## src/rtl/buffered_multicast_fork.sv

```systemverilog
// buffered_multicast_fork: one producer fanned out to NumOutputs consumers.
// Each token carries a destination mask and is copied into a private FIFO
// per selected output, so one stalled consumer only holds back the producer
// once its own FIFO is full and the next token wants that channel.
//
// Handshake: on every channel, input and output alike, a transfer happens
// in a cycle where valid=1 and bp=0 at the rising clock edge. bp is allowed
// to be asserted while valid=0 and is then simply ignored.
module buffered_multicast_fork #(
   parameter  int Width      = 8,
   parameter  int NumOutputs = 4,
   parameter  int Depth      = 2,
   localparam int CW         = $clog2(Depth + 1),
   localparam int PW         = (Depth > 1) ? $clog2(Depth) : 1
) (
   input  logic                       clk,
   input  logic                       resetn,
   input  logic [Width-1:0]           din,
   input  logic                       din_valid,
   input  logic [NumOutputs-1:0]      din_mask,
   output logic                       din_bp,
   output logic [NumOutputs*Width-1:0] dout,
   output logic [NumOutputs-1:0]      dout_valid,
   input  logic [NumOutputs-1:0]      dout_bp,
   output logic [NumOutputs*CW-1:0]   dout_level
);

   // Pointer advance with explicit wrap, so Depth=1 keeps pointers at 0.
   function automatic logic [PW-1:0] next_ptr(input logic [PW-1:0] p);
      return (p == PW'(Depth - 1)) ? '0 : p + PW'(1);
   endfunction

   logic [NumOutputs-1:0] full_vec;
   logic                  accept;

   // Acceptance is all-or-nothing: any selected channel that is full stalls
   // the whole token. Full comes from registered counts only, so a pop in
   // the same cycle never lets a push through a full channel.
   assign din_bp = |(din_mask & full_vec);
   assign accept = din_valid & ~din_bp;

   for (genvar i = 0; i < NumOutputs; i++) begin : g_ch
      logic [Width-1:0] mem [Depth];
      logic [PW-1:0]    rdptr;
      logic [PW-1:0]    wrptr;
      logic [CW-1:0]    count;
      logic             push;
      logic             pop;

      assign full_vec[i]            = (count == CW'(Depth));
      assign push                   = accept & din_mask[i];
      assign pop                    = (count != '0) & ~dout_bp[i];
      assign dout_valid[i]          = (count != '0);
      assign dout[i*Width +: Width] = mem[rdptr];
      assign dout_level[i*CW +: CW] = count;

      // Storage write; contents are never visible until counted, so no reset.
      always_ff @(posedge clk) begin
         if (push) begin
            mem[wrptr] <= din;
         end
      end

      // Pointer and occupancy bookkeeping; reset empties the channel.
      always_ff @(posedge clk) begin
         if (!resetn) begin
            rdptr <= '0;
            wrptr <= '0;
            count <= '0;
         end else begin
            if (push) begin
               wrptr <= next_ptr(wrptr);
            end
            if (pop) begin
               rdptr <= next_ptr(rdptr);
            end
            case ({push, pop})
               2'b10:   count <= count + CW'(1);
               2'b01:   count <= count - CW'(1);
               default: count <= count;
            endcase
         end
      end
   end

endmodule

```

## config.mk

```make
export PLATFORM = sky130hd
export DESIGN_NAME = buffered_multicast_fork
export DESIGN_NICKNAME = d
export VERILOG_FILES = /design/src/rtl/buffered_multicast_fork.sv
export SDC_FILE = /design/constraint.sdc
export NUM_CORES = 1
export LEC_CHECK = 0
export CAP_MARGIN = 20
export CORE_ASPECT_RATIO = 0.8
export CORE_UTILIZATION = 51
export CTS_CLUSTER_DIAMETER = 60
export DETAILED_ROUTE_END_ITERATION = 16
export PLACE_DENSITY = 0.86
export SLEW_MARGIN = 20
export SYNTH_ARGS = -nofsm -noshare
export SYNTH_HDL_FRONTEND = slang
export SYNTH_SLANG_ARGS = --single-unit
```

## constraint.sdc

```tcl
create_clock -name clk -period 2.65 [get_ports clk]
set_input_delay 0.265 -clock clk [delete_from_list [all_inputs] [get_ports clk]]
set_output_delay 0.265 -clock clk [all_outputs]
set_load 0.01 [all_outputs]
```

==> results by group, run 1 <==
Place
  – Port bufs: 63
  – Dpl hpwl: 4380 µm
  – Pre-CTS setup slack: 0.305 ns
  – RePlAce Congestion: 0.750

Routing
  – DR iter-0 viols: 126
  – Vias: 1939
  – Post-Route M1 WL: 2690 µm
  – Met2 WL: 3210 µm
  – Drt first pass iters: 5
  – WL/cell: 17.0 µm
  – Top Metal Used: met4
  – Final WL: 6310 µm
  – # DRC: 0
  – Via/cell ratio: 5.21
  – DRT antenna net count: 0
  – WL met3: 342 µm

Final layout
  – Nets: 309
  – Commonest non-fill, non-tap cell in the layout: edfxtp_1
  – Most frequent cells in the layout: edfxtp_1 (64), clkdlybuf4s50_1 (63), mux2_2 (32), nor2_1 (20), dfxtp_1 (20)
  – # diodes: 0
  – Area Overhead vs Synth: 30.4%
  – Fill count: 397
  – Share of cells above drive strength 1: 20.6%
  – Multi-input gate area: 861 µm²
  – Sequential cell area: 0.00232 mm²

Pwr
  – Total power: 4050 µW
  – Leakage dissipation: 0.00149 µW
  – Pwr/cell area: 956 mW/mm²
  – Maximum vdd drop: 757 µV

Critical path
  – R2r worst-path depth: 6
  – Reg2Reg Setup Slack: 0.50 ns
  – CP Class: register to register
  – Setup crit start: g_ch[0].count[0]
  – CP endpoint kind: register
  – Worst r2r src: g_ch[0].count[0]
  – WP data required: 2.93 ns
  – R2R Path End: g_ch[2].count[1]
  – CP Data Arrival Time: 2.44 ns
  – Critical Path Fanout Max: 6
  – Crit path launch type: register
  – Worst setup endpoint: g_ch[2].count[1]

Floorplan
  – Row cnt: 25
  – Core ar.: 0.00604 mm²
  – Die H: 73.4 µm
  – Die area: 0.00670 mm²
  – # IOs: 64
  – Initial Utilization: 53.8%
  – Die X: 91.2 µm

Min path
  – Hold Startpoint: g_ch[2].wrptr
  – Hold Crit Class: register to register

Global routing
  – Pin count of the biggest net entering global routing: 17
  – Antenna violations before repair: 0
  – GRT Residual Overflow: 0
  – Vias in the first global route: 2023
  – Overall Global Routing Usage: 21.0%
  – First-pass GRT wire length: 9990 µm

Outcome
  – Status: complete, no violations

Clocking
  – CTS H-tree lvls: 3
  – CTS root buf: clkbuf_8
  – Clk slew on worst S/H paths: 0.08 ns
  – Clock Sinks: 84
  – Num CTS Buffers: 9
  – Clk_lat worst skew: 0.35 ns
  – CTS tree: yes
  – Max clock buf depth: 2
  – CTS Hold Bufs: 0
  – Post-CTS Setup Inserts: 0
  – Cts repair resizes: 0

STA
  – Final setup fails: 0
  – Clk_skew: 0.00818 ns
  – Fin Hold WS: 0.480 ns
  – Final Hold Viols: 0
  – Final Worst Setup Slack: 0.498 ns
  – Max Fclk: 465 MHz
  – Post-layout min period: 2.15 ns
  – Worst Tran Pin Value: 0.512 ns
  – Tcrit/Tclk final: 81.2%
  – RSZ-0062 raised after global routing: false
  – Sum Neg Setup Slack: 0 ns
  – Max_slew headroom: 65.8%
  – Slew Limit Fails: 0

Flow run
  – Max Cap Viol: 0

Logic synthesis
  – Yosys cell types: 22
  – Flops & latches, synth: 84
  – Cells after Synth: 210
  – Cell area after synthesis: 0.00325 mm²
  – Synth top area cells: edfxtp_1 (59%), dfxtp_1 (12%), mux2_2 (11%)
  – Synth top area share: 59.1%
  – Register area share after synthesis: 71.5%
  – Synth warn: 0
  – Cell accounting for the most synthesized area: edfxtp_1
  – Post-synth net total: 233
  – Mapped Avg Cell Area: 15.5 µm²
==> final cells by class <==
cell class / count / area share [%]
Multi-Input combinational cell: 111 / 20.3
Tap cell: 81 / 2.39
Timing Repair Buffer: 71 / 16.3
Clock inverter: 4 / 1.71
Inverter: 9 / 0.797
Sequential cell: 84 / 54.8
Clock buffer: 12 / 3.66
==> flip-flops by register name, indices dropped and copies added, names as in the netlist, named ones only <==
name        flops
g_ch.wrptr      4
g_ch.count      8
g_ch.mem       64
g_ch.rdptr      4
==> how the worst min path moves through the flow <==
stage	slack [ns]	depth (start not counted)	end
after floorplan	0.36	0	g_ch[0].mem[0][0]
after global placement	0.46	2	g_ch[1].wrptr
after detailed placement	0.47	2	g_ch[2].wrptr
after CTS	0.48	2	g_ch[2].wrptr
after global routing	0.51	2	g_ch[0].wrptr
final	0.48	2	g_ch[2].wrptr
==> cells by family (layout without fill, tap and decap cells) <==
kind of cell	count (synthesis)	count (layout)	synth area share, %
buffers and inverters	15	96	2.04
multiplexers	36	36	12.3
AO/OA/AOI/OAI	12	12	2.31
XOR/XNOR	12	12	3.23
adder cells (fa/ha/maj)	4	4	1.54
flip-flops	84	84	71.5
AND/OR/NAND/NOR	47	47	7.09
==> Yosys cell counts, drive strengths merged <==
library cell / n
edfxtp: 64
mux2: 32
dfxtp: 20
nor2: 20
inv: 9
nand2: 8
xnor2: 8
clkbuf: 6
a21oi: 4
ha: 4
mux2i: 4
nand3b: 4
nor2b: 4
o2111ai: 4
o21ai: 4
or2: 4
or3: 4
xor2: 4
and3: 2
nand4: 1
==> where the power goes <==
| group | internal [µW] | switching (µW) |
|---|---|---|
| logic | 737 | 521 |
| clock network | 580 | 416 |
| registers | 1620 | 171 |
==> per-stage QoR <==
| stage | cell area [µm²] | instances | util [%] |
|---|---|---|---|
| global placement | 4010 | 356 | 66.4 |
| floorplan | 3250 | 210 | - |
| CTS | 4240 | 372 | 70.2 |
| global route | 4240 | 372 | 70.2 |
| detailed placement | 4010 | 356 | 66.4 |
| finish | 4240 | 372 | 70.2 |
==> per-layer routing <==
metal | up-vias | GRT usage (%)
met5 | - | 0
met3 | 8 | 7.35
li1 | 910 | -
met2 | 60 | 38.2
met4 | 0 | 6.17
met1 | 961 | 23.7
==> critical path, stage by stage (launching register included) <==
cell and delay (ns):
dfxtp_1 0.47, nand3b_1 0.21, and3_1 0.21, o2111ai_1 0.26, ha_1 0.42, or3_1 0.37
a21oi_1 0.14
No activity file was read; power rests on OpenSTA's default activity.
==> inputs of run 2 (changes only) <==
- CORE_UTILIZATION: 51 -> 46
- PLACE_DENSITY: 0.86 -> 0.82
- clock period: 2.65 -> 1.8 ns (I/O delays scaled with it)
==> run 2 against run 1 <==
Die area increased by 11%. Power increased by 51%. Sequential power increased by 47%. Clock skew increased by 0.0020 ns. Flip-flop and latch count unchanged. Combinational power increased by 70%. Utilization decreased by 4.0 points. First-iteration DRC count decreased by 29%. Routed wire length increased by 4.5%. Register-to-register slack got worse by 0.47 ns. Largest cell class unchanged. Highest routed layer unchanged.
==> results by group, run 2 (synthesis gave the netlist of run 1 again) <==
Outcome
  – Status: complete, no violations

Clocking
  – Clk_lat worst skew: 0.34 ns
  – CTS H-tree lvls: 3
  – Num CTS Buffers: 9
  – Clock Sinks: 84
  – Max clock buf depth: 2
  – Clk slew on worst S/H paths: 0.08 ns
  – CTS tree: yes
  – CTS root buf: clkbuf_8

Routing
  – Final WL: 6600 µm
  – WL met3: 357 µm
  – Met2 WL: 3450 µm
  – Post-Route M1 WL: 2720 µm
  – WL/cell: 16.3 µm
  – DR iter-0 viols: 90
  – Vias: 1998
  – Drt first pass iters: 4
  – Via/cell ratio: 4.95
  – # DRC: 0
  – DRT antenna net count: 0
  – Top Metal Used: met4

Floorplan
  – Row cnt: 27
  – # IOs: 64
  – Die area: 0.00741 mm²
  – Die H: 77.2 µm
  – Core ar.: 0.00686 mm²
  – Initial Utilization: 47.4%
  – Die X: 96.0 µm

Flow run
  – Max Cap Viol: 0

Min path
  – Hold Crit Class: register to register

Critical path
  – CP Class: register to register
  – Reg2Reg Setup Slack: 0.03 ns
  – Crit path launch type: register
  – Critical Path Fanout Max: 6
  – CP endpoint kind: register
  – CP Data Arrival Time: 1.97 ns
  – WP data required: 2.00 ns

Global routing
  – Pin count of the biggest net entering global routing: 17
  – GRT Residual Overflow: 0
  – First-pass GRT wire length: 9520 µm
  – Overall Global Routing Usage: 18.3%
  – Antenna violations before repair: 0
  – Vias in the first global route: 1916

Final layout
  – Largest register FFs: 64
  – Largest Register: g_ch.mem
  – Top Registers: g_ch.mem: 64 flops, g_ch.count: 8 flops
  – # diodes: 0
  – Commonest non-fill, non-tap cell in the layout: edfxtp_1
  – Nets: 335
  – Sequential cell area: 0.00235 mm²
  – Post-Route Utilization: 66.1%
  – Most frequent cells in the layout: edfxtp_1 (64), clkdlybuf4s50_1 (42), buf_4 (34), mux2_2 (32), nor2_1 (20)
  – Area Overhead vs Synth: 39.6%
  – Fin area: 0.00454 mm²
  – Fill count: 473
  – Share of cells above drive strength 1: 33.1%
  – Multi-input gate area: 916 µm²

Place
  – Placed Area: 0.00413 mm²
  – Dpl hpwl: 4400 µm
  – RePlAce Congestion: 0.803
  – Pre-CTS setup slack: -0.180 ns
  – Port bufs: 63

STA
  – Final Hold Viols: 0
  – Clk_skew: 0.0102 ns
  – Final setup fails: 0
  – Fin Hold WS: 0.481 ns
  – Post-layout min period: 1.77 ns
  – Max Fclk: 566 MHz
  – Final Worst Setup Slack: 0.0322 ns
  – Worst Tran Pin Value: 0.518 ns
  – RSZ-0062 raised after global routing: true
  – Max_slew headroom: 65.4%
  – Tcrit/Tclk final: 98.2%
  – Slew Limit Fails: 0

Pwr
  – Leakage dissipation: 0.00179 µW
  – Pwr/cell area: 1350 mW/mm²
  – Maximum vdd drop: 718 µV
[run 2: worst paths after layout]
check	end	cells after the start	startpoint
setup / recovery	g_ch[3].count[1]	6	g_ch[3].count[0]
hold reg to reg	g_ch[0].wrptr	2	g_ch[0].wrptr
hold / removal	g_ch[0].wrptr	2	g_ch[0].wrptr
setup reg to reg	g_ch[3].count[1]	6	g_ch[3].count[0]
[run 2: timing repair]
action / in CTS / in global routing
hold endpoints to repair: 0 / 0
setup endpoints to repair: 34 / 32
gates resized for setup: 13 / 33
pin swaps: 0 / 9
setup buffers: 0 / 12
hold buffers: 0 / 0
[run 2: area by class of cell]
type                            instances  area share, %
Sequential cell                        84           51.8
Multi-Input combinational cell        111           20.2
Clock inverter                          4           1.02
Tap cell                               87           2.40
Timing Repair Buffer                   97           20.4
Inverter                                9          0.745
Clock buffer                           12           3.45
[run 2: where the power goes]
part / switching (µW) / leakage [µW] / total (µW) / internal, µW
combinational: 879 / 0.000926 / 2140 / 1260
sequential: 215 / 0.000756 / 2640 / 2430
clock: 604 / 0.000106 / 1330 / 723
total: 1700 / 0.00179 / 6110 / 4410
[run 2: per-stage QoR]
stage	TNS, ns	power, µW	cells
final	0	6110	404
after global routing	-0.188	6410	404
after CTS	0	5980	392
after detailed placement	-1.34	4640	376
after global placement	-0.505	4570	376
after floorplan	-0.0194	3600	210
[run 2: critical path, cell delays in order, from the launching register on]
cell and delay [ns]:
dfxtp_4 0.37, or2_2 0.31, nor2b_2 0.18, ha_1 0.31
buf_4 0.15, o21ai_0 0.21, a21oi_1 0.10
[run 2: metal layers]
metal  vias up  GRT usage [%]
li1        962              -
met4         0           5.82
met2        48           30.4
met3         6           7.04
met1       982           21.7
met5         -              0
